[config.mk]
export PLATFORM = sky130hd
export DESIGN_NAME = score_display_scan_flat
export DESIGN_NICKNAME = d
export VERILOG_FILES = /design/src/rtl/score_display_pkg.sv /design/src/rtl/score_display_if.sv /design/src/rtl/seg7_lut.sv /design/src/rtl/score_display_scan.sv /design/src/flat_wrapper.sv
export SDC_FILE = /design/constraint.sdc
export NUM_CORES = 1
export LEC_CHECK = 0
export CORE_ASPECT_RATIO = 1.75
export CORE_MARGIN = 3
export CORE_UTILIZATION = 30
export DETAILED_ROUTE_END_ITERATION = 8
export GPL_TIMING_DRIVEN = 1
export SLEW_MARGIN = 20
export SYNTH_ARGS = -nofsm -noshare
export SYNTH_HDL_FRONTEND = slang
export SYNTH_SLANG_ARGS = --single-unit
[constraint.sdc]
create_clock -name clk -period 2.3 [get_ports clk]
set_clock_uncertainty 0.05 [all_clocks]
set_input_delay 0.345 -clock clk [delete_from_list [all_inputs] [get_ports clk]]
set_output_delay 0.345 -clock clk [all_outputs]
set_load 0.02 [all_outputs]
[src/rtl/score_display_pkg.sv]
// Shared types, seven-segment codes and sizing helpers for the score display path.
package score_display_pkg;

   typedef enum logic [1:0] {
      ST_IDLE   = 2'd0,
      ST_SHIFT  = 2'd1,
      ST_COMMIT = 2'd2
   } state_e;

   // Segment order is gfedcba, active-high.
   localparam logic [6:0] SEG_0     = 7'h3F;
   localparam logic [6:0] SEG_1     = 7'h06;
   localparam logic [6:0] SEG_2     = 7'h5B;
   localparam logic [6:0] SEG_3     = 7'h4F;
   localparam logic [6:0] SEG_4     = 7'h66;
   localparam logic [6:0] SEG_5     = 7'h6D;
   localparam logic [6:0] SEG_6     = 7'h7D;
   localparam logic [6:0] SEG_7     = 7'h07;
   localparam logic [6:0] SEG_8     = 7'h7F;
   localparam logic [6:0] SEG_9     = 7'h6F;
   localparam logic [6:0] SEG_A     = 7'h77;
   localparam logic [6:0] SEG_B     = 7'h7C;
   localparam logic [6:0] SEG_C     = 7'h39;
   localparam logic [6:0] SEG_D     = 7'h5E;
   localparam logic [6:0] SEG_E     = 7'h79;
   localparam logic [6:0] SEG_F     = 7'h71;
   localparam logic [6:0] SEG_BLANK = 7'h00;

   function automatic int max_disp(input int nd);
      int r;
      r = 1;
      for (int i = 0; i < nd; i++) begin
         r = r * 10;
      end
      return r - 1;
   endfunction

   // Nibbles needed to hold 2^sw-1 in BCD, returned as a bit width.
   function automatic int bcd_w(input int sw);
      int v;
      int d;
      v = (1 << sw) - 1;
      d = 1;
      for (int i = 0; i < 6; i++) begin
         if (v > 9) begin
            v = v / 10;
            d = d + 1;
         end
      end
      return 4 * d;
   endfunction

endpackage

[src/rtl/score_display_if.sv]
// Handshake/data bundle between the score source and score_display_scan.
// Optional hex_mode_i exists only when SCORE_DISPLAY_HEX_MODE_EN is defined.
interface score_display_if #(
   parameter int SCORE_W    = 7,
   parameter int NUM_DIGITS = 2
);
   logic                    load_i;
   logic [SCORE_W-1:0]      value_i;
   logic                    blink_i;
`ifdef SCORE_DISPLAY_HEX_MODE_EN
   logic                    hex_mode_i;
`endif
   logic                    busy_o;
   logic                    done_o;
   logic                    overflow_o;
   logic [4*NUM_DIGITS-1:0] bcd_o;
   logic [6:0]              seg_o;
   logic [NUM_DIGITS-1:0]   dig_en_o;

   modport master (
`ifdef SCORE_DISPLAY_HEX_MODE_EN
      output hex_mode_i,
`endif
      output load_i, value_i, blink_i,
      input  busy_o, done_o, overflow_o, bcd_o, seg_o, dig_en_o
   );

   modport slave (
`ifdef SCORE_DISPLAY_HEX_MODE_EN
      input  hex_mode_i,
`endif
      input  load_i, value_i, blink_i,
      output busy_o, done_o, overflow_o, bcd_o, seg_o, dig_en_o
   );
endinterface

[src/rtl/seg7_lut.sv]
// Nibble to seven-segment decode with blank override.
// Hex glyphs A-F decode only when SCORE_DISPLAY_HEX_MODE_EN is defined.
module seg7_lut
   import score_display_pkg::*;
(
   input  logic [3:0] nib_i,
   input  logic       blank_i,
   output logic [6:0] seg_o
);

   always_comb begin
      seg_o = SEG_BLANK;
      if (blank_i) begin
         seg_o = SEG_BLANK;
      end else begin
         case (nib_i)
            4'h0: seg_o = SEG_0;
            4'h1: seg_o = SEG_1;
            4'h2: seg_o = SEG_2;
            4'h3: seg_o = SEG_3;
            4'h4: seg_o = SEG_4;
            4'h5: seg_o = SEG_5;
            4'h6: seg_o = SEG_6;
            4'h7: seg_o = SEG_7;
            4'h8: seg_o = SEG_8;
            4'h9: seg_o = SEG_9;
`ifdef SCORE_DISPLAY_HEX_MODE_EN
            4'hA: seg_o = SEG_A;
            4'hB: seg_o = SEG_B;
            4'hC: seg_o = SEG_C;
            4'hD: seg_o = SEG_D;
            4'hE: seg_o = SEG_E;
            4'hF: seg_o = SEG_F;
`endif
            default: seg_o = SEG_BLANK;
         endcase
      end
   end

endmodule

[src/rtl/score_display_scan.sv]
// Binary score -> BCD (sequential double-dabble) with saturation, then multiplexed 7-seg scan.
// Optional raw-hex display path enabled by SCORE_DISPLAY_HEX_MODE_EN.
module score_display_scan
   import score_display_pkg::*;
#(
   parameter int SCORE_W    = 7,
   parameter int NUM_DIGITS = 2,
   parameter int SCAN_DIV   = 20,
   parameter int BLINK_DIV  = 50
) (
   input logic             clk,
   input logic             rst,
   score_display_if.slave  bus
);

   localparam int BW     = bcd_w(SCORE_W);
   localparam int SRW    = BW + SCORE_W;
   localparam int DW     = 4 * NUM_DIGITS;
   localparam int IDX_W  = (NUM_DIGITS > 1) ? $clog2(NUM_DIGITS) : 1;
   localparam int CNT_W  = $clog2(SCORE_W + 1);
   localparam int SLOT_W = $clog2(SCAN_DIV + 1);
   localparam int BLK_W  = $clog2(BLINK_DIV + 1);
   localparam logic [31:0] MAX_DISP = 32'(max_disp(NUM_DIGITS));

   localparam logic [1:0] S_IDLE   = 2'(ST_IDLE);
   localparam logic [1:0] S_SHIFT  = 2'(ST_SHIFT);
   localparam logic [1:0] S_COMMIT = 2'(ST_COMMIT);

   logic [1:0]         state_q, state_d;
   logic [SRW-1:0]     sr_q, sr_d;
   logic [CNT_W-1:0]   cnt_q, cnt_d;
   logic [SCORE_W-1:0] value_q, value_d;
   logic               pend_v_q, pend_v_d;
   logic [SCORE_W-1:0] pend_val_q, pend_val_d;
   logic               busy_q, busy_d;
   logic               done_q, done_d;
   logic               ovf_q, ovf_d;
   logic [DW-1:0]      bcd_q, bcd_d;
   logic [SLOT_W-1:0]  slot_q, slot_d;
   logic [IDX_W-1:0]   idx_q, idx_d;
   logic [BLK_W-1:0]   blk_q, blk_d;
   logic               phase_q, phase_d;
   logic [6:0]         seg_q;
   logic [NUM_DIGITS-1:0] dig_en_q, dig_en_d;
`ifdef SCORE_DISPLAY_HEX_MODE_EN
   logic               hex_q, hex_d;
   logic               pend_hex_q, pend_hex_d;
   logic               start_hex_s;
`endif

   logic               start_s;
   logic [SCORE_W-1:0] start_val_s;
   logic [SRW-1:0]     sr_adj_s;
   logic [31:0]        val_ext_s;
   logic [DW-1:0]      commit_bcd_s;
   logic               commit_ovf_s;
   logic               nz_s;
   logic               blank_s;
   logic [3:0]         cur_nib_s;
   logic [6:0]         seg_s;

   // Result selection for the commit cycle: saturated BCD or raw hex nibbles.
   always_comb begin
      val_ext_s = 32'(value_q);
      for (int k = 0; k < SRW; k++) begin
         sr_adj_s[k] = sr_q[k];
      end
      for (int k = 0; k < BW / 4; k++) begin
         if (sr_q[SCORE_W + 4*k +: 4] >= 4'd5) begin
            sr_adj_s[SCORE_W + 4*k +: 4] = sr_q[SCORE_W + 4*k +: 4] + 4'd3;
         end else begin
            sr_adj_s[SCORE_W + 4*k +: 4] = sr_q[SCORE_W + 4*k +: 4];
         end
      end
      commit_ovf_s = (val_ext_s > MAX_DISP);
      if (commit_ovf_s) begin
         commit_bcd_s = {NUM_DIGITS{4'h9}};
      end else begin
         commit_bcd_s = DW'(sr_q[SRW-1:SCORE_W]);
      end
`ifdef SCORE_DISPLAY_HEX_MODE_EN
      if (hex_q) begin
         commit_ovf_s = ((val_ext_s >> DW) != 32'd0);
         commit_bcd_s = DW'(value_q);
      end else begin
         commit_ovf_s = commit_ovf_s;
      end
`endif
   end

   // Conversion FSM with one-entry latest-wins pending slot.
   always_comb begin
      state_d     = state_q;
      sr_d        = sr_q;
      cnt_d       = cnt_q;
      value_d     = value_q;
      pend_v_d    = pend_v_q;
      pend_val_d  = pend_val_q;
      bcd_d       = bcd_q;
      ovf_d       = ovf_q;
      done_d      = 1'b0;
      start_s     = 1'b0;
      start_val_s = bus.value_i;
`ifdef SCORE_DISPLAY_HEX_MODE_EN
      hex_d       = hex_q;
      pend_hex_d  = pend_hex_q;
      start_hex_s = bus.hex_mode_i;
`endif
      if (bus.load_i && (state_q != S_IDLE)) begin
         pend_v_d   = 1'b1;
         pend_val_d = bus.value_i;
`ifdef SCORE_DISPLAY_HEX_MODE_EN
         pend_hex_d = bus.hex_mode_i;
`endif
      end else begin
         pend_v_d = pend_v_q;
      end
      case (state_q)
         S_IDLE: begin
            start_s = bus.load_i;
         end
         S_SHIFT: begin
            sr_d  = {sr_adj_s[SRW-2:0], 1'b0};
            cnt_d = cnt_q + CNT_W'(1);
            if (cnt_q == CNT_W'(SCORE_W - 1)) begin
               state_d = S_COMMIT;
            end else begin
               state_d = S_SHIFT;
            end
         end
         S_COMMIT: begin
            bcd_d    = commit_bcd_s;
            ovf_d    = commit_ovf_s;
            done_d   = 1'b1;
            pend_v_d = 1'b0;
            if (bus.load_i) begin
               start_s = 1'b1;
            end else if (pend_v_q) begin
               start_s     = 1'b1;
               start_val_s = pend_val_q;
`ifdef SCORE_DISPLAY_HEX_MODE_EN
               start_hex_s = pend_hex_q;
`endif
            end else begin
               state_d = S_IDLE;
            end
         end
         default: state_d = S_IDLE;
      endcase
      if (start_s) begin
         value_d = start_val_s;
         sr_d    = SRW'(start_val_s);
         cnt_d   = '0;
         state_d = S_SHIFT;
`ifdef SCORE_DISPLAY_HEX_MODE_EN
         hex_d = start_hex_s;
         if (start_hex_s) begin
            state_d = S_COMMIT;
         end else begin
            state_d = S_SHIFT;
         end
`endif
      end else begin
         value_d = value_q;
      end
      busy_d = (state_d == S_SHIFT);
   end

   // Scan slot, digit index, blink phase, leading-zero blanking.
   always_comb begin
      slot_d  = slot_q + SLOT_W'(1);
      idx_d   = idx_q;
      blk_d   = blk_q + BLK_W'(1);
      phase_d = phase_q;
      if (slot_q == SLOT_W'(SCAN_DIV - 1)) begin
         slot_d = '0;
         if (idx_q == IDX_W'(NUM_DIGITS - 1)) begin
            idx_d = '0;
         end else begin
            idx_d = idx_q + IDX_W'(1);
         end
      end else begin
         idx_d = idx_q;
      end
      if (blk_q == BLK_W'(BLINK_DIV - 1)) begin
         blk_d   = '0;
         phase_d = ~phase_q;
      end else begin
         phase_d = phase_q;
      end
      nz_s = 1'b0;
      for (int j = 0; j < NUM_DIGITS; j++) begin
         if ((j >= int'(idx_q)) && (bcd_q[4*j +: 4] != 4'd0)) begin
            nz_s = 1'b1;
         end else begin
            nz_s = nz_s;
         end
      end
      blank_s   = ((idx_q != '0) && !nz_s) || (bus.blink_i && !phase_q);
      cur_nib_s = bcd_q[4*int'(idx_q) +: 4];
      dig_en_d  = NUM_DIGITS'(1) << idx_q;
   end

   seg7_lut u_seg7_lut (
      .nib_i   (cur_nib_s),
      .blank_i (blank_s),
      .seg_o   (seg_s)
   );

   // State registers; synchronous reset aborts any conversion in flight.
   always_ff @(posedge clk) begin
      if (rst) begin
         state_q    <= S_IDLE;
         sr_q       <= '0;
         cnt_q      <= '0;
         value_q    <= '0;
         pend_v_q   <= 1'b0;
         pend_val_q <= '0;
         busy_q     <= 1'b0;
         done_q     <= 1'b0;
         ovf_q      <= 1'b0;
         bcd_q      <= '0;
         slot_q     <= '0;
         idx_q      <= '0;
         blk_q      <= '0;
         phase_q    <= 1'b0;
         seg_q      <= 7'h00;
         dig_en_q   <= '0;
`ifdef SCORE_DISPLAY_HEX_MODE_EN
         hex_q      <= 1'b0;
         pend_hex_q <= 1'b0;
`endif
      end else begin
         state_q    <= state_d;
         sr_q       <= sr_d;
         cnt_q      <= cnt_d;
         value_q    <= value_d;
         pend_v_q   <= pend_v_d;
         pend_val_q <= pend_val_d;
         busy_q     <= busy_d;
         done_q     <= done_d;
         ovf_q      <= ovf_d;
         bcd_q      <= bcd_d;
         slot_q     <= slot_d;
         idx_q      <= idx_d;
         blk_q      <= blk_d;
         phase_q    <= phase_d;
         seg_q      <= seg_s;
         dig_en_q   <= dig_en_d;
`ifdef SCORE_DISPLAY_HEX_MODE_EN
         hex_q      <= hex_d;
         pend_hex_q <= pend_hex_d;
`endif
      end
   end

   assign bus.busy_o     = busy_q;
   assign bus.done_o     = done_q;
   assign bus.overflow_o = ovf_q;
   assign bus.bcd_o      = bcd_q;
   assign bus.seg_o      = seg_q;
   assign bus.dig_en_o   = dig_en_q;

endmodule

[src/flat_wrapper.sv]
// flat-port wrapper written by rule: the top's interface ports become plain ports
module score_display_scan_flat import score_display_pkg::*;
#(
   parameter int SCORE_W    = 7,
   parameter int NUM_DIGITS = 2,
   parameter int SCAN_DIV   = 20,
   parameter int BLINK_DIV  = 50
)
  (clk, rst, bus_load_i, bus_value_i, bus_blink_i, bus_busy_o, bus_done_o, bus_overflow_o, bus_bcd_o, bus_seg_o, bus_dig_en_o);
  score_display_if #(.SCORE_W(SCORE_W), .NUM_DIGITS(NUM_DIGITS)) bus_i ();
  input logic clk;
  input logic rst;
  input wire logic [$bits(bus_i.load_i)-1:0] bus_load_i;
  input wire logic [$bits(bus_i.value_i)-1:0] bus_value_i;
  input wire logic [$bits(bus_i.blink_i)-1:0] bus_blink_i;
  output wire logic [$bits(bus_i.busy_o)-1:0] bus_busy_o;
  output wire logic [$bits(bus_i.done_o)-1:0] bus_done_o;
  output wire logic [$bits(bus_i.overflow_o)-1:0] bus_overflow_o;
  output wire logic [$bits(bus_i.bcd_o)-1:0] bus_bcd_o;
  output wire logic [$bits(bus_i.seg_o)-1:0] bus_seg_o;
  output wire logic [$bits(bus_i.dig_en_o)-1:0] bus_dig_en_o;
  assign bus_i.load_i = bus_load_i;
  assign bus_i.value_i = bus_value_i;
  assign bus_i.blink_i = bus_blink_i;
  assign bus_busy_o = bus_i.busy_o;
  assign bus_done_o = bus_i.done_o;
  assign bus_overflow_o = bus_i.overflow_o;
  assign bus_bcd_o = bus_i.bcd_o;
  assign bus_seg_o = bus_i.seg_o;
  assign bus_dig_en_o = bus_i.dig_en_o;
  score_display_scan #(.SCORE_W(SCORE_W), .NUM_DIGITS(NUM_DIGITS), .SCAN_DIV(SCAN_DIV), .BLINK_DIV(BLINK_DIV)) u_core (.clk(clk), .rst(rst), .bus(bus_i));
endmodule
# --- Word level (Yosys, flattened, before mapping) ---
# Memory sizes are Yosys's and may differ from the RTL's. A register that Yosys moved wholly into a read port is not among the register bits.
# Index checks and enable logic that the tools add are counted.
word_totals:
  register_bits: 65
  mem_bits_ro: 112
  memories: 1
mem_list:
  columns: ["name", "words", "width", "rd", "rd_ports_with_merged_regs", "wr", "line", "source"]
  rows:
  - ["(no name shown)", 16, 7, 1, 1, 0, "seg7_lut.sv:16", "case (nib_i)"]
classes:
  magnitude_cmp: 5
  reduce_logical: 17
  add_sub_neg: 7
  eq_ne: 6
  bitwise: 1
  mux: 21
  n_shift: 2
ops:
  columns: ["op", "count"]
  rows:
  - ["two-way mux 7 bit", 5]
  - [">= comparator 4 x 3 -> 1 bit, second input constant", 3]
  - ["OR reduction 2 bit", 5]
  - ["adder 4 x 2 -> 4 bit, second input constant", 2]
  - ["two-way mux 2 bit", 4]
  - ["two-way mux 4 bit", 2]
  - ["two-way mux 8 bit", 1]
  - ["nonzero test 4 bit", 2]
  - ["indexed part select 8 x 4 -> 4 bit", 1]
  - ["greater-than comparator 7 bit, second input constant", 1]
  - ["adder 6 x 1 -> 6 bit, second input constant", 1]
  - ["== test 6 bit, second input constant", 1]
  - ["two-way mux 1 bit", 6]
  - ["case mux 2 bit (3 select lines)", 1]
  - ["adder 5 x 1 -> 5 bit, second input constant", 1]
  - ["== test 5 bit, second input constant", 1]
  - ["== test 2 x 1 -> 1 bit, second input constant", 2]
  - ["logical AND 1 bit", 4]
  - ["nonzero test 2 bit", 2]
  - ["adder 3 x 1 -> 3 bit, second input constant", 1]
  - ["adder 3 x 2 -> 3 bit, second input constant", 1]
  - ["== test 3 bit, second input constant", 1]
  - ["two-way mux 3 bit", 1]
  - ["== test 2 bit, second input constant", 1]
  - ["other kinds (8)", 9]

# --- Depth between registers and ports, before layout ---
logic_depth:
  depth_word: 8
  depth_mapped: 7
  depth_no_buf: 7

# --- By module ---
# From an unflattened synthesis, not the netlist that was laid out.
unflattened:
  cells_unflattened: 333
  area_unflattened_um2: 3050.4
modules_own_cells:
  columns: ["module", "instances", "area_per_inst_um2", "cells_each", "seq_area_each_um2"]
  rows:
  - ["score_display_scan", 1, 2820.2, 302, 1321.3]
  - ["seg7_lut", 1, 230.2, 31, 0.0]

# --- Worst setup path before layout ---
# Ideal clock, no wire load.
synth_path:
  path_kind: "reg2reg"
  from: "register u_core.idx_q"
  to: "register u_core.seg_q[3] (netlist: u_core.bus.seg_o[3])"
  arrival_time_ns: 1.547
  required_ns: 2.126
  path_stages_with_launch: 6
  path_slack_ns: 0.580
  synth_period_minus_slack_ns: 1.720
  n_path_buf: 1
  path_cell_list: "dfxtp_1 buf_2 mux2i_1 ha_1 a222oi_1 nor2_1"
synth_via:
  elab_chain_cells: 8
  word_cells_on_any_way: 9
  cone_classes: "order compare: 1; shift: 1; mux: 2; reduce/logical: 5"
synth_lines:
  columns: ["item", "line", "source"]
  rows:
  - ["from (decl)", "score_display_scan.sv:40", "logic [IDX_W-1:0] idx_q, idx_d;"]
  - ["from (signal assigned)", "score_display_scan.sv:245", "idx_q <= idx_d;"]
  - [">= comparator 1 bit", "score_display_scan.sv:193", "if ((j >= int'(idx_q)) && (bcd_q[4*j +: 4] != 4'd0)) begin"]
  - ["logical AND 1 bit", "score_display_scan.sv:193", null]
  - ["two-way mux 1 bit (2 in series)", "score_display_scan.sv:193", null]
  - ["logical NOT 1 bit", "score_display_scan.sv:199", "blank_s = ((idx_q != '0) && !nz_s) || (bus.blink_i && !phase_q);"]
  - ["logical AND 1 bit", "score_display_scan.sv:199", null]
  - ["logical OR 1 bit", "score_display_scan.sv:199", null]
  - ["OR reduction 2 bit (no source line)", null, null]
  - ["to (decl)", "score_display_scan.sv:43", "logic [6:0] seg_q;"]
# Several ways; a longest one is shown, not always the timed one.
# A chain may end at the register's enable or synchronous reset.

# --- Worst setup path in the final report ---
layout_path:
  from: "register u_core.bcd_q[7] (netlist: u_core.bus.bcd_o[7])"
  to: "output port bus_bcd_o[7]"
layout_lines:
  columns: ["item", "line", "source"]
  rows:
  - ["from (decl)", "score_display_scan.sv:38", "logic [DW-1:0] bcd_q, bcd_d;"]
  - ["from (signal assigned)", "score_display_scan.sv:222", "bcd_q <= '0;"]
  - ["from (signal assigned)", "score_display_scan.sv:243", "bcd_q <= bcd_d;"]
  - ["to (decl)", "flat_wrapper.sv:19", "output wire logic [$bits(bus_i.bcd_o)-1:0] bus_bcd_o;"]
# No word-level cell between the ends.

==> results.py <==
metrics = {
    "worst_setup_path": {
        "critical_path.cell_chain": "clkdlybuf4s50_1",
        "startpoint_type": "flop",
        "cp-end-kind": "output port",
        "crit_family": "buffers and inverters",
        "slowest_stage": "clkdlybuf4s50_1",
        "crit_fanout": 8,
        "worstPathRequired_ps": 1900,
        "crit_buf_inv": 1,
        "path_class": "reg -> out",
        "rrSetupSlack_ps": 510,
        "cp.arrival_ps": 1540,
        "rr_worst_depth": 6,
        "worstReg2RegEnd": "u_core.bus.seg_o[3]$_SDFF_PP0_",
        "slowest_delay_ps": 680,
        "reg2reg_from": "u_core.idx_q$_SDFFE_PP0P_",
    },
    "pwr": {
        "ir_drop_mv": 0.449,
        "p_leak_nw": 1.44,
        "power_density_nw_per_um2": 773,
    },
    "sta": {
        "min_period_ps": 1940,
        "fmax_ghz": 0.516,
        "setup_viol": 0,
        "max-slew-margin-rel": 0.654,
        "period_share": 0.843,
        "hold_violations": 0,
        "worst_pin_slew_ps": 517,
        "rsz0062_at_grt": "false",
        "drv_slew": 0,
        "setup_tns_ps": 0,
    },
    "synthesis": {
        "synth_top_flop_cell": "dfxtp_1",
        "ys_seq_area_frac": 0.438,
        "synth_cell_type_count": 43,
        "async_reset_ff_frac": 0,
        "synth.avg_cell_area_um2": 9.03,
        "synthesis.nets": 360,
        "synth_cells": 334,
        "synth_edf_count": 0,
        "synth_area_um2": 3020,
        "synth_warnings": 0,
        "ys_ff_latch": 66,
    },
    "grt": {
        "grt_use_total": 0.130,
        "grt_pass1_vias": 2403,
        "grt_first_pass_wirelength_mm": 11.4,
        "gr-total-overflow": 0,
        "busiest_layer": "met2",
        "antenna_found_initial": 0,
        "gr-usage-met3": 0.0429,
        "grtUsageMet2": 0.222,
        "grt_max_degree": 26,
        "use_met1": 0.138,
    },
    "clock_tree": {
        "cts_resized": 0,
        "holdBufCountCts": 0,
        "root_buffer": "clkbuf_16",
        "cts_buffers": 9,
        "clock_sinks": 66,
        "htree_levels": 3,
        "cts_tree": "done",
        "clk_path_buf_depth": 2,
        "clk_pin_slew_ps": 50,
        "cts_setup_buffers": 0,
        "clk_latency_ps": 330,
    },
    "min_path": {
        "min_delay_worst_endpoint": "u_core.slot_q[0]$_SDFF_PP0_",
        "min-delay-start": "u_core.slot_q[0]$_SDFF_PP0_",
        "hold_depth": 1,
        "holdCritPathClass": "reg -> reg",
    },
    "floorplan": {
        "initial_core_util": 0.313,
        "die_width_um": 81.8,
        "fp-row-count": 47,
        "pin_count": 31,
        "die-area_um2": 11300,
        "core-area_um2": 9640,
        "die_h_um": 139,
    },
    "job": {
        "cap_violations": 0,
    },
    "detailed_routing": {
        "wl_mm": 6.69,
        "drc_errors": 0,
        "firstDrtPassIters": 4,
        "drtIter0Drc": 104,
        "vias": 2399,
        "final_antenna_net_count": 0,
        "wl_per_cell_um": 13.6,
        "via_per_inst": 4.90,
    },
    "place": {
        "gp_congestion": 0.782,
        "hpwl_mm": 4.81,
        "dp.cells": 474,
        "portBuffers": 30,
    },
    "final_layout": {
        "antenna-diode-count": 0,
        "final_common_cell": "dfxtp_1",
        "fillerInstances": 988,
        "finalNonFillerCells": 490,
        "drive_gt1_frac": 0.0978,
        "area.growth.synth_to_final_pct": 24.4,
        "layout_common_cells": "66 x dfxtp_1, 45 x nor2_1, 30 x clkdlybuf4s50_1",
        "nets": 389,
    },
    "outcome": {
        "status": "finished clean",
    },
}
==> synthesized netlist by cell type (8+ instances only) <==
library cell | number | area (um2)
dfxtp_1 | 66 | 1320
nor2_1 | 45 | 169
nand2_1 | 22 | 82.6
a21oi_1 | 20 | 100
ha_1 | 15 | 188
mux2i_1 | 15 | 150
nor3_1 | 13 | 65.1
buf_2 | 12 | 60.1
inv_1 | 12 | 45.0
o21ai_0 | 11 | 55.1
nand3_1 | 10 | 50.1
a211oi_1 | 8 | 60.1
==> where the power goes <==
group | internal (mW) | switching [mW] | leakage (nW)
combinational | 0.0984 | 0.120 | 0.740
sequential | 1.19 | 0.0387 | 0.539
clock | 0.969 | 0.481 | 0.162
total | 2.26 | 0.640 | 1.44
==> per-layer routing <==
layer	part of all wire	vias to the layer above
met2	0.55	32
met3	0.031	11
met4	0.025	0
met1	0.40	1132
li1	-	1224
met5	0	-
==> logic make-up after synthesis <==
kind of cell / share of synthesized area
flops: 0.438
compound gates: 0.166
xor+xnor: 0.0319
buf+inv: 0.0465
simple gates: 0.190
fa+ha+maj: 0.0622
mux: 0.0647
==> final cells by class <==
class	instances	area [um2]	area share
Multi-Input combinational cell	236	1550	0.414
Sequential cell	66	1320	0.352
Timing Repair Buffer	38	360	0.0960
Clock buffer	10	239	0.0637
Tap cell	122	153	0.0407
Clock inverter	6	80.1	0.0213
Inverter	12	45.0	0.0120
==> per-stage QoR <==
step | area (um2) | power [mW] | setup slack (ps) | util | hold slack, ps
detailed placement | 3430 | 1.48 | 280 | 0.356 | 387
floorplan | 3020 | 1.40 | 580 | - | 368
global placement | 3430 | 1.47 | 346 | 0.356 | 381
finish | 3750 | 2.90 | 362 | 0.389 | 398
CTS | 3750 | 2.94 | 354 | 0.389 | 400
global route | 3750 | 3.04 | 321 | 0.389 | 420
==> flip-flops by register name (all words and copies together), names as in the netlist, 2 cells and up <==
| name | count |
|---|---|
| u_core.bus.bcd_o | 8 |
| u_core.blk_q | 6 |
| u_core.pend_val_q | 7 |
| u_core.sr_q | 15 |
| u_core.cnt_q | 3 |
| u_core.bus.dig_en_o | 2 |
| u_core.slot_q | 5 |
| u_core.bus.seg_o | 7 |
| u_core.state_q | 2 |
| u_core.value_q | 5 |
==> worst max path at each step <==
stage,cells after the start,startpoint,slack (ps),endpoint
6_report,1,u_core.bus.bcd_o[7]$_SDFFE_PP0N_,360,bus_bcd_o[7]
3_3_place_gp,5,bus_load_i,350,u_core.sr_q[11]$_SDFFE_PP0N_
2_1_floorplan,5,u_core.idx_q$_SDFFE_PP0P_,580,u_core.bus.seg_o[3]$_SDFF_PP0_
4_1_cts,1,u_core.bus.bcd_o[7]$_SDFFE_PP0N_,350,bus_bcd_o[7]
5_1_grt,6,u_core.idx_q$_SDFFE_PP0P_,320,u_core.bus.seg_o[3]$_SDFF_PP0_
3_5_place_dp,5,bus_load_i,280,u_core.cnt_q[1]$_SDFFE_PP0N_
(Power assumes the default switching activity.)
